## src/rtl/ex_mdu_pkg.sv

```systemverilog
// Shared definitions for the RV32M multiply/divide unit: opcode/funct7 values that
// select M ops, the eight M func3 codes, the FSM state type and signedness decoders.
package ex_mdu_pkg;

  localparam logic [6:0] INST_TYPE_R_M = 7'b0110011;
  localparam logic [6:0] FUNCT7_M      = 7'b0000001;

  localparam logic [2:0] INST_MUL    = 3'b000;
  localparam logic [2:0] INST_MULH   = 3'b001;
  localparam logic [2:0] INST_MULHSU = 3'b010;
  localparam logic [2:0] INST_MULHU  = 3'b011;
  localparam logic [2:0] INST_DIV    = 3'b100;
  localparam logic [2:0] INST_DIVU   = 3'b101;
  localparam logic [2:0] INST_REM    = 3'b110;
  localparam logic [2:0] INST_REMU   = 3'b111;

  typedef enum logic [1:0] {
    StIdle = 2'd0,
    StCalc = 2'd1,
    StFix  = 2'd2,
    StDone = 2'd3
  } mdu_state_e;

  // rs1 is treated as signed by MULH, MULHSU, DIV and REM
  function automatic logic op1_is_signed(input logic [2:0] func3);
    return (func3 == INST_MULH) || (func3 == INST_MULHSU) ||
           (func3 == INST_DIV)  || (func3 == INST_REM);
  endfunction

  // rs2 is treated as signed by MULH, DIV and REM only
  function automatic logic op2_is_signed(input logic [2:0] func3);
    return (func3 == INST_MULH) || (func3 == INST_DIV) || (func3 == INST_REM);
  endfunction

endpackage

```

## src/rtl/ex_mdu_if.sv

```systemverilog
// Decode/ctrl-side handshake and writeback bundle of the multiply/divide unit.
interface ex_mdu_if #(
  parameter int unsigned XLEN = 32
);

  logic            start_i;
  logic [2:0]      func3_i;
  logic [XLEN-1:0] op1_i;
  logic [XLEN-1:0] op2_i;
  logic [4:0]      rd_addr_i;
  logic            flush_i;
  logic            hold_flag_o;
  logic [4:0]      rd_addr_o;
  logic [XLEN-1:0] rd_data_o;
  logic            reg_wen_o;
  logic            busy_o;

  // Pipeline side: issues ops and consumes the writeback
  modport master (
    output start_i, func3_i, op1_i, op2_i, rd_addr_i, flush_i,
    input  hold_flag_o, rd_addr_o, rd_data_o, reg_wen_o, busy_o
  );

  // Unit side
  modport slave (
    input  start_i, func3_i, op1_i, op2_i, rd_addr_i, flush_i,
    output hold_flag_o, rd_addr_o, rd_data_o, reg_wen_o, busy_o
  );

endinterface

```

## src/rtl/mdu_div_step.sv

```systemverilog
// One iteration of restoring division: shift the next dividend bit into the partial
// remainder and subtract the divisor if it fits.
module mdu_div_step #(
  parameter int unsigned XLEN = 32
) (
  input  logic [XLEN:0]   rem_i,
  input  logic [XLEN-1:0] divisor_i,
  input  logic            dividend_bit_i,
  output logic [XLEN:0]   rem_o,
  output logic            quo_bit_o
);

  logic [XLEN:0] shifted;
  logic [XLEN:0] diff;

  // Trial subtraction; a set top remainder bit means the shifted value cannot be below
  // the divisor even though that bit falls off the XLEN+1-bit window.
  always_comb begin
    shifted   = {rem_i[XLEN-1:0], dividend_bit_i};
    diff      = shifted - {1'b0, divisor_i};
    quo_bit_o = rem_i[XLEN] | (shifted >= {1'b0, divisor_i});
    rem_o     = quo_bit_o ? diff : shifted;
  end

endmodule

```

## src/rtl/ex_mdu.sv

```systemverilog
// Iterative radix-2 RV32M multiply/divide unit. Stalls the pipeline while an op runs
// and presents a one-cycle register writeback when it finishes.
module ex_mdu
  import ex_mdu_pkg::*;
#(
  parameter int unsigned XLEN = 32
) (
  input logic     clk,
  input logic     rst_n,
  ex_mdu_if.slave bus
);

  localparam int unsigned     CNT_W    = $clog2(XLEN) + 1;
  localparam logic [CNT_W-1:0] LAST_CNT = CNT_W'(XLEN - 1);

  mdu_state_e        state_q;
  logic [2:0]        func3_q;
  logic [4:0]        rd_q;
  logic              neg1_q;
  logic              neg2_q;
  logic              special_q;
  logic [CNT_W-1:0]  cnt_q;
  logic [XLEN-1:0]   opb_q;   // multiplicand or divisor magnitude
  logic [2*XLEN-1:0] acc_q;   // product accumulator; low half starts as the multiplier
  logic [XLEN:0]     rem_q;
  logic [XLEN-1:0]   quo_q;   // dividend bits shift out as quotient bits shift in
  logic              wen_q;
  logic [4:0]        rd_addr_q;
  logic [XLEN-1:0]   rd_data_q;

  logic              op1_neg;
  logic              op2_neg;
  logic [XLEN-1:0]   op1_mag;
  logic [XLEN-1:0]   op2_mag;
  logic              div_zero;
  logic              div_ovf;
  logic [XLEN-1:0]   mul_add;
  logic [XLEN:0]     mul_sum;
  logic [XLEN:0]     step_rem;
  logic              step_bit;
  logic [2*XLEN-1:0] prod_fix;
  logic [XLEN-1:0]   quo_fix;
  logic [XLEN-1:0]   rem_fix;
  logic [XLEN-1:0]   fix_result;

  // Operand magnitudes and special-divide detection for the op being issued
  always_comb begin
    op1_neg  = op1_is_signed(bus.func3_i) & bus.op1_i[XLEN-1];
    op2_neg  = op2_is_signed(bus.func3_i) & bus.op2_i[XLEN-1];
    op1_mag  = op1_neg ? -bus.op1_i : bus.op1_i;
    op2_mag  = op2_neg ? -bus.op2_i : bus.op2_i;
    div_zero = bus.func3_i[2] & (bus.op2_i == '0);
    div_ovf  = ((bus.func3_i == INST_DIV) || (bus.func3_i == INST_REM)) &&
               (bus.op1_i == {1'b1, {(XLEN-1){1'b0}}}) && (&bus.op2_i);
  end

  // Shift-add: conditionally add the multiplicand into the high half
  always_comb begin
    mul_add = acc_q[0] ? opb_q : '0;
    mul_sum = {1'b0, acc_q[2*XLEN-1:XLEN]} + {1'b0, mul_add};
  end

  mdu_div_step #(
    .XLEN (XLEN)
  ) u_div_step (
    .rem_i          (rem_q),
    .divisor_i      (opb_q),
    .dividend_bit_i (quo_q[XLEN-1]),
    .rem_o          (step_rem),
    .quo_bit_o      (step_bit)
  );

  // Sign correction and result select; special divides bypass correction
  always_comb begin
    prod_fix = (neg1_q ^ neg2_q) ? -acc_q : acc_q;
    quo_fix  = quo_q;
    rem_fix  = rem_q[XLEN-1:0];
    if (!special_q) begin
      if (neg1_q ^ neg2_q) quo_fix = -quo_q;
      if (neg1_q)          rem_fix = -rem_q[XLEN-1:0];
    end
    fix_result = '0;
    unique case (func3_q)
      INST_MUL:                           fix_result = prod_fix[XLEN-1:0];
      INST_MULH, INST_MULHSU, INST_MULHU: fix_result = prod_fix[2*XLEN-1:XLEN];
      INST_DIV, INST_DIVU:                fix_result = quo_fix;
      INST_REM, INST_REMU:                fix_result = rem_fix;
      default:                            fix_result = '0;
    endcase
  end

  // Stall while an op is accepted or running; a flush always releases the pipeline
  always_comb begin
    bus.hold_flag_o = 1'b0;
    if (!bus.flush_i) begin
      unique case (state_q)
        StIdle:         bus.hold_flag_o = bus.start_i;
        StCalc, StFix:  bus.hold_flag_o = 1'b1;
        StDone:         bus.hold_flag_o = 1'b0;
        default:        bus.hold_flag_o = 1'b0;
      endcase
    end
    bus.busy_o = (state_q != StIdle);
  end

  assign bus.reg_wen_o = wen_q;
  assign bus.rd_addr_o = rd_addr_q;
  assign bus.rd_data_o = rd_data_q;

  // FSM, datapath and registered writeback
  always_ff @(posedge clk or negedge rst_n) begin
    if (!rst_n) begin
      state_q   <= StIdle;
      func3_q   <= '0;
      rd_q      <= '0;
      neg1_q    <= 1'b0;
      neg2_q    <= 1'b0;
      special_q <= 1'b0;
      cnt_q     <= '0;
      opb_q     <= '0;
      acc_q     <= '0;
      rem_q     <= '0;
      quo_q     <= '0;
      wen_q     <= 1'b0;
      rd_addr_q <= '0;
      rd_data_q <= '0;
    end else if (bus.flush_i) begin
      state_q   <= StIdle;
      wen_q     <= 1'b0;
      rd_addr_q <= '0;
      rd_data_q <= '0;
    end else begin
      unique case (state_q)
        StIdle: begin
          if (bus.start_i) begin
            func3_q   <= bus.func3_i;
            rd_q      <= bus.rd_addr_i;
            neg1_q    <= op1_neg;
            neg2_q    <= op2_neg;
            opb_q     <= op2_mag;
            cnt_q     <= '0;
            special_q <= div_zero | div_ovf;
            if (div_zero || div_ovf) begin
              quo_q   <= div_zero ? '1 : bus.op1_i;
              rem_q   <= div_zero ? {1'b0, bus.op1_i} : '0;
              acc_q   <= '0;
              state_q <= StFix;
            end else begin
              acc_q   <= {{XLEN{1'b0}}, op1_mag};
              quo_q   <= op1_mag;
              rem_q   <= '0;
              state_q <= StCalc;
            end
          end
        end
        StCalc: begin
          cnt_q <= cnt_q + CNT_W'(1);
          if (func3_q[2]) begin
            rem_q <= step_rem;
            quo_q <= {quo_q[XLEN-2:0], step_bit};
          end else begin
            acc_q <= {mul_sum, acc_q[XLEN-1:1]};
          end
          if (cnt_q == LAST_CNT) state_q <= StFix;
        end
        StFix: begin
          rd_data_q <= fix_result;
          rd_addr_q <= rd_q;
          wen_q     <= 1'b1;
          state_q   <= StDone;
        end
        StDone: begin
          rd_data_q <= '0;
          rd_addr_q <= '0;
          wen_q     <= 1'b0;
          state_q   <= StIdle;
        end
        default: state_q <= StIdle;
      endcase
    end
  end

endmodule
```

## src/flat_wrapper.sv

```systemverilog
// flat-port wrapper written by rule: the top's interface ports become plain ports
module ex_mdu_flat import ex_mdu_pkg::*;
#(
  parameter int unsigned XLEN = 32
)
  (clk, rst_n, bus_start_i, bus_func3_i, bus_op1_i, bus_op2_i, bus_rd_addr_i, bus_flush_i, bus_hold_flag_o, bus_rd_addr_o, bus_rd_data_o, bus_reg_wen_o, bus_busy_o);
  ex_mdu_if #(.XLEN(XLEN)) bus_i ();
  input logic clk;
  input logic rst_n;
  input wire logic [$bits(bus_i.start_i)-1:0] bus_start_i;
  input wire logic [$bits(bus_i.func3_i)-1:0] bus_func3_i;
  input wire logic [$bits(bus_i.op1_i)-1:0] bus_op1_i;
  input wire logic [$bits(bus_i.op2_i)-1:0] bus_op2_i;
  input wire logic [$bits(bus_i.rd_addr_i)-1:0] bus_rd_addr_i;
  input wire logic [$bits(bus_i.flush_i)-1:0] bus_flush_i;
  output wire logic [$bits(bus_i.hold_flag_o)-1:0] bus_hold_flag_o;
  output wire logic [$bits(bus_i.rd_addr_o)-1:0] bus_rd_addr_o;
  output wire logic [$bits(bus_i.rd_data_o)-1:0] bus_rd_data_o;
  output wire logic [$bits(bus_i.reg_wen_o)-1:0] bus_reg_wen_o;
  output wire logic [$bits(bus_i.busy_o)-1:0] bus_busy_o;
  assign bus_i.start_i = bus_start_i;
  assign bus_i.func3_i = bus_func3_i;
  assign bus_i.op1_i = bus_op1_i;
  assign bus_i.op2_i = bus_op2_i;
  assign bus_i.rd_addr_i = bus_rd_addr_i;
  assign bus_i.flush_i = bus_flush_i;
  assign bus_hold_flag_o = bus_i.hold_flag_o;
  assign bus_rd_addr_o = bus_i.rd_addr_o;
  assign bus_rd_data_o = bus_i.rd_data_o;
  assign bus_reg_wen_o = bus_i.reg_wen_o;
  assign bus_busy_o = bus_i.busy_o;
  ex_mdu #(.XLEN(XLEN)) u_core (.clk(clk), .rst_n(rst_n), .bus(bus_i));
endmodule
```

## config.mk

```make
export PLATFORM = sky130hd
export DESIGN_NAME = ex_mdu_flat
export DESIGN_NICKNAME = d
export VERILOG_FILES = /design/src/rtl/ex_mdu_pkg.sv /design/src/rtl/ex_mdu_if.sv /design/src/rtl/mdu_div_step.sv /design/src/rtl/ex_mdu.sv /design/src/flat_wrapper.sv
export SDC_FILE = /design/constraint.sdc
export NUM_CORES = 1
export LEC_CHECK = 0
export ABC_AREA = 1
export BUFFER_PORTS_ARGS = -buffer_cell sky130_fd_sc_hd__buf_2
export CORE_AREA = 2 2 253 255
export DETAILED_ROUTE_END_ITERATION = 10
export DIE_AREA = 0 0 255 257
export SLEW_MARGIN = 40
export SYNTH_ARGS = -nofsm -noshare
export SYNTH_HDL_FRONTEND = slang
export SYNTH_SLANG_ARGS = --single-unit
export TNS_END_PERCENT = 100
```

## constraint.sdc

```tcl
create_clock -name clk -period 4.78 [get_ports clk]
set_clock_uncertainty 0.1 [all_clocks]
set_input_delay 0 -clock clk [delete_from_list [all_inputs] [get_ports clk]]
set_output_delay 0 -clock clk [all_outputs]
set_load 0.1 [all_outputs]
```

-- Word level (Yosys, flattened, before mapping)
Cells that the tools add are included.
- flip-flop bits (word level): 218
- input port bits: 76
- output and inout bits: 40
- logic and storage cells: 115
- add/subtract/negate cells: 8
- multiplexer cells: 39
- $lt $le $gt $ge: 1
- bitwise operators: 7
- equal/unequal tests: 21
- reductions and logical operators: 25
- operators with widths (kind ; number):
    $mux 32 ; 14
    $mux 64 ; 3
    $mux 33 ; 4
    $neg 32->32 ; 4
    $pmux 32 s2 ; 2
    $pmux 32 s4 ; 1
    $pmux 64 s2 ; 1
    $pmux 33 s2 ; 1
    $neg 64->64 ; 1
    $add 32x32->33 ; 1
    $ge 33x32->1 ; 1
    $sub 33x32->33 ; 1
    $eq 32x32->1 const B ; 1
    $logic_not 32->1 ; 1
    $reduce_and 32->1 ; 1
    $eq 3x3->1 const B ; 6
    $pmux 6 s2 ; 1
    $pmux 5 s2 ; 1
    $eq 3x2->1 const B ; 3
    $mux 2 ; 4
    $pmux 2 s4 ; 1
    $reduce_and 4->1 ; 2
    $logic_or 1x1->1 ; 7
    $add 6x1->6 const B ; 1
    26 further kinds ; 38

-- Longest topological paths before layout
- depth in word-level cells: 9
- depth in mapped cells: 20
- gate-level depth less buffers: 18

-- Cells and area by module
A second synthesis with hierarchy kept.
- cell total of the unflattened synthesis: 3661
- area total of the unflattened synthesis: 21614.5 um^2
- by module, submodules not included (module ; area an instance (um^2) ; seq. area each (um^2) ; instances ; cells each):
    ex_mdu ; 18268.8 ; 5455.2 ; 1 ; 2949
    mdu_div_step ; 3345.7 ; 0.0 ; 1 ; 712

-- Worst setup path after synthesis
Ideal clock, no wire load.
- path kind: flip-flop to flip-flop
- from: reg u_core.state_q[0]
- to: reg u_core.state_q[1]
- data arrival time: 2.817 ns
- library setup time: 0.083 ns
- clock period less this slack: 3.000 ns
- setup slack: 1.780 ns
- stages on the path, launching flop included: 10
- buffers on the path: 0
- required time: 4.597 ns
- cells stage by stage: dfrtp_1 -> inv_1 -> ha_1 -> inv_2 -> nor2_1 -> nor2_1 -> inv_2 -> nor2_1 -> nand3_1 -> o21ai_0
- longest elaborated chain between the ends: 3
- elaborated cells between the ends (all ways): 9
- classes of those cells: eq/ne (5); mux (2); reduce/logical (2)
- ends and longest elaborated chain (element ; RTL line ; RTL):
    from (decl) ; ex_mdu.sv:16 ; mdu_state_e state_q;
    from (signal assigned) ; ex_mdu.sv:113 ; state_q <= StIdle;
    from (signal assigned) ; ex_mdu.sv:128 ; state_q <= StIdle;
    from (signal assigned) ; ex_mdu.sv:147 ; state_q <= StFix;
    $eq 2x2->1 (tied with other cells) ; ex_mdu.sv:133 ; unique case (state_q)
    $pmux 2 s4 (tied with other cells) ; ex_mdu.sv:133 ;
    $mux 2 / $reduce_and 2->1 (equally long branches) ; - ;
Several ways; a longest one is shown, not always the timed one.
A chain may end at the register's enable or synchronous reset.

-- Worst setup path after layout
- from: in bus_op2_i[0]
- to: reg u_core.state_q[0]
- longest elaborated chain between the ends: 7
- elaborated cells between the ends (all ways): 9
- classes of those cells: mux (4); bitwise (1); reduce/logical (4)
- ends and longest elaborated chain (element ; RTL line ; RTL):
    from (decl) ; flat_wrapper.sv:13 ; input wire logic [$bits(bus_i.op2_i)-1:0] bus_op2_i;
    $logic_not 32->1 / $reduce_and 32->1 (equally long branches) ; ex_mdu.sv:52, ex_mdu.sv:54 ;
    $and 1x1->1 / $logic_and 1x1->1 (equally long branches) ; ex_mdu.sv:52, ex_mdu.sv:54 ;
    $logic_or 1x1->1 (*) ; ex_mdu.sv:143 ; if (div_zero || div_ovf) begin
    $mux 2 (*) ; ex_mdu.sv:143 ;
    $mux 2 (*) ; ex_mdu.sv:135 ; if (bus.start_i) begin
    $pmux 2 s4 (*) ; ex_mdu.sv:133 ;
    $mux 2 (*) ; ex_mdu.sv:127 ; end else if (bus.flush_i) begin
    to (signal assigned) ; ex_mdu.sv:128 ;
    to (signal assigned) ; ex_mdu.sv:147 ;
    to (signal assigned) ; ex_mdu.sv:152 ; state_q <= StCalc;
Every way passes the cells marked *; elsewhere a longest branch is shown, timed or not. The select of a mux whose other input is x is not followed.

==> impl_metrics.csv <==
group,metric,value,unit
status,status,"completed",
yosys,synth_fp_nets,3724,
drt,viasPerCell,5.49,
clock_network,clk_latency,590,ps
critical_path,r2r_cells,13,
grt,grt_pass1_wl,146000,um
critical_path,critPathRequiredTime,5150,ps
die,die_w,255,um
drt,drtIter0Drc,2911,
critical_path,timing.rr.start,"u_core.rem_q[7]",
clock_network,cts_sinks,218,
worst_hold_path,hold_path.startpoint,"bus_op1_i[3]",
clock_network,cts_setup_buffers,0,
yosys,syn-mean-instance-area,5.93,um2
power,powerDensity,770,nW/um2
worst_hold_path,hold_end,"u_core.quo_q[5]",
clock_network,cts_tree,"built",
flow_run,cap_violations,0,
worst_hold_path,min_path_type,"in -> reg",
drt,num_vias,25300,
timing,finalHoldViolations,0,
timing,hold_slack,43.1,ps
finish,final_common_cell,"nand2_1",
yosys,synth_ff_type,"dfrtp_1",
finish,final_nets,3886,
yosys,synth_cell_types,55,
critical_path,cp-end-kind,"register",
yosys,synth_edf_count,0,
timing,min_period_over_period,71.2,%
timing,setup_viol,0,
critical_path,regToRegSetupSlack,1550,ps
grt,overflow,0,
placed_design,dpl.hpwl,76600,um
clock_network,ctsHtreeMaxLevel,1,
timing,layout_min_cycle_time,3400,ps
timing,max_freq,0.294,GHz
placed_design,post-place-ws,1600,ps
critical_path,reg2reg_to,"u_core.rem_q[23]",
yosys,syn_area,21200,um2
drt,drc,0,
yosys,yosys_warnings,0,
critical_path,criticalPathCategory,"in -> reg",
finish,drive_above_1_share,7.14,%
placed_design,placed_area,22600,um2
yosys,async_reset_ff_share,100,%
yosys,syn_inst,3571,
die,die_area,65500,um2
finish,final_cell_mix,"nand2_1, nor2_1, inv_1, nand3_1, o21ai_0",
timing,setup_ws,1380,ps
timing,worst_pin_slew,968,ps
placed_design,numPortBuffers,115,
drt,ant_nets,0,
yosys,synth-seq-cells,218,
timing,slew_violations,0,
critical_path,cp_max_fo,7,
finish,diodes,0,
timing,setup_tns,0,ps
finish,final_area,24600,um2
grt,first_global_vias,23500,
die,core_area,62700,um2
power,ir_drop,0.462,mV
die,num_rows,92,
drt,dr.pass1.iters,6,
critical_path,arrival,3770,ps
timing,rsz0062_at_grt,"false",
grt,antenna_found_initial,1,
placed_design,gp_congestion,0.993,
grt,grt_use_total,29.2,%
die,start_util,33.7,%
clock_network,cts_inserted_buffers,28,
finish,syn2layout_area_growth,16.4,%
clock_network,clkTransAtPathRegs,70,ps
clock_network,root_buffer,"clkbuf_16",
timing,max-slew-margin-rel,35.4,%
power,total_power,0.0190,W
worst_hold_path,min_path_cells,6,
power,p_leak,12.1,nW
critical_path,start_kind,"input port",
die,io_pins,116,
drt,routed_wl,97000,um
die,die-height,257,um
yosys,yosysSeqAreaShare,25.8,%
clock_network,cts_buffer_depth,3,
drt,wire_per_inst,21.1,um
grt,grt_max_degree,91,
## registers in the layout, indices dropped and copies added (netlist names), 2 cells and up
register and cells:
u_core.func3_q 3, u_core.rd_q 5, u_core.state_q 2, u_core.bus.rd_addr_o 5, u_core.acc_q 64, u_core.cnt_q 6, u_core.quo_q 32, u_core.bus.rd_data_o 32
u_core.rem_q 33, u_core.opb_q 32
## layout make-up
type	count	area (um2)
clock buffer	36	792
multi-input combinational	2815	13600
inverter	422	1590
clock inverter	16	201
timing repair buffer	248	1930
tap	846	1060
sequential	218	5460
fill	6872	38100
## synthesized netlist by cell type, types with 18 or more instances
library cell | count | share of area (%)
o21ai_1 | 31 | 0.73
a22oi_1 | 24 | 0.85
inv_2 | 23 | 0.41
xor2_1 | 56 | 2.3
nand2_1 | 1028 | 18
nor2_1 | 485 | 8.6
nand3b_1 | 19 | 0.67
ha_1 | 75 | 4.4
buf_2 | 35 | 0.83
o21ai_0 | 251 | 5.9
dfrtp_1 | 218 | 26
nand4_1 | 54 | 1.6
clkbuf_1 | 68 | 1.2
a21oi_1 | 244 | 5.8
inv_1 | 395 | 7.0
nand3_1 | 338 | 8.0
o211ai_1 | 18 | 0.64
nor3_1 | 54 | 1.3
## power by group
part | total [W] | leakage [nW] | internal (W) | switching (W)
Sequential | 0.00385 | 2.76 | 0.00260 | 0.00125
Clock | 0.00234 | 0.480 | 0.00139 | 0.000955
Combinational | 0.0128 | 8.82 | 0.00364 | 0.00913
Total | 0.0190 | 12.1 | 0.00763 | 0.0113
## routing by layer
| metal | up-vias | global-route usage, % | part of all wire (%) |
|---|---|---|---|
| met5 | - | 0 | 0.011 |
| met4 | 2 | 12.8 | 5.1 |
| met3 | 244 | 3.96 | 8.2 |
| met2 | 1218 | 46.2 | 45 |
| met1 | 11800 | 39.4 | 42 |
| li1 | 12000 | - | - |
## cell families after synthesis
group | synth area share (%)
AND/OR/NAND/NOR | 40.7
AO/OA/AOI/OAI | 16.1
buffers and inverters | 10.1
flip-flops | 25.8
adder cells (fa/ha/maj) | 4.62
XOR/XNOR | 2.65
## metrics by stage
step,util (%),instances
global placement,35.8,4440
detailed placement,35.9,4442
floorplan,-,3571
finish,39.3,4601
CTS,39.2,4600
global route,39.3,4601
## worst max path at each step
stage                         to               from  depth (start not counted)
2_1_floorplan  u_core.state_q[1]  u_core.state_q[0]                          9
3_3_place_gp    u_core.rem_q[23]    u_core.rem_q[7]                         13
3_5_place_dp    u_core.rem_q[23]    u_core.rem_q[7]                         13
4_1_cts        u_core.state_q[0]  u_core.state_q[1]                         10
5_1_grt        u_core.state_q[0]       bus_op2_i[0]                         15
6_report       u_core.state_q[0]       bus_op2_i[0]                         15
## repair_timing
action | in CTS | in global routing
setup endpoints to repair | 0 | 0
gates resized for setup | 0 | 0
hold buffers | 106 | 0
hold endpoints to repair | 223 | 0
## worst max-delay path: stages
cell           delay (ps)
dlygate4sd3_1         560
buf_2                 150
inv_1                  80
ha_1                  190
nand3_1               200
nor4_1                370
nand3b_1              300
nand2_1               290
inv_1                 200
nand2_1               130
o21ai_0                90
nand3_1                70
dlygate4sd3_1         550
nand2_1                50
dlygate4sd3_1         550
No activity file was read; power rests on OpenSTA's default activity.
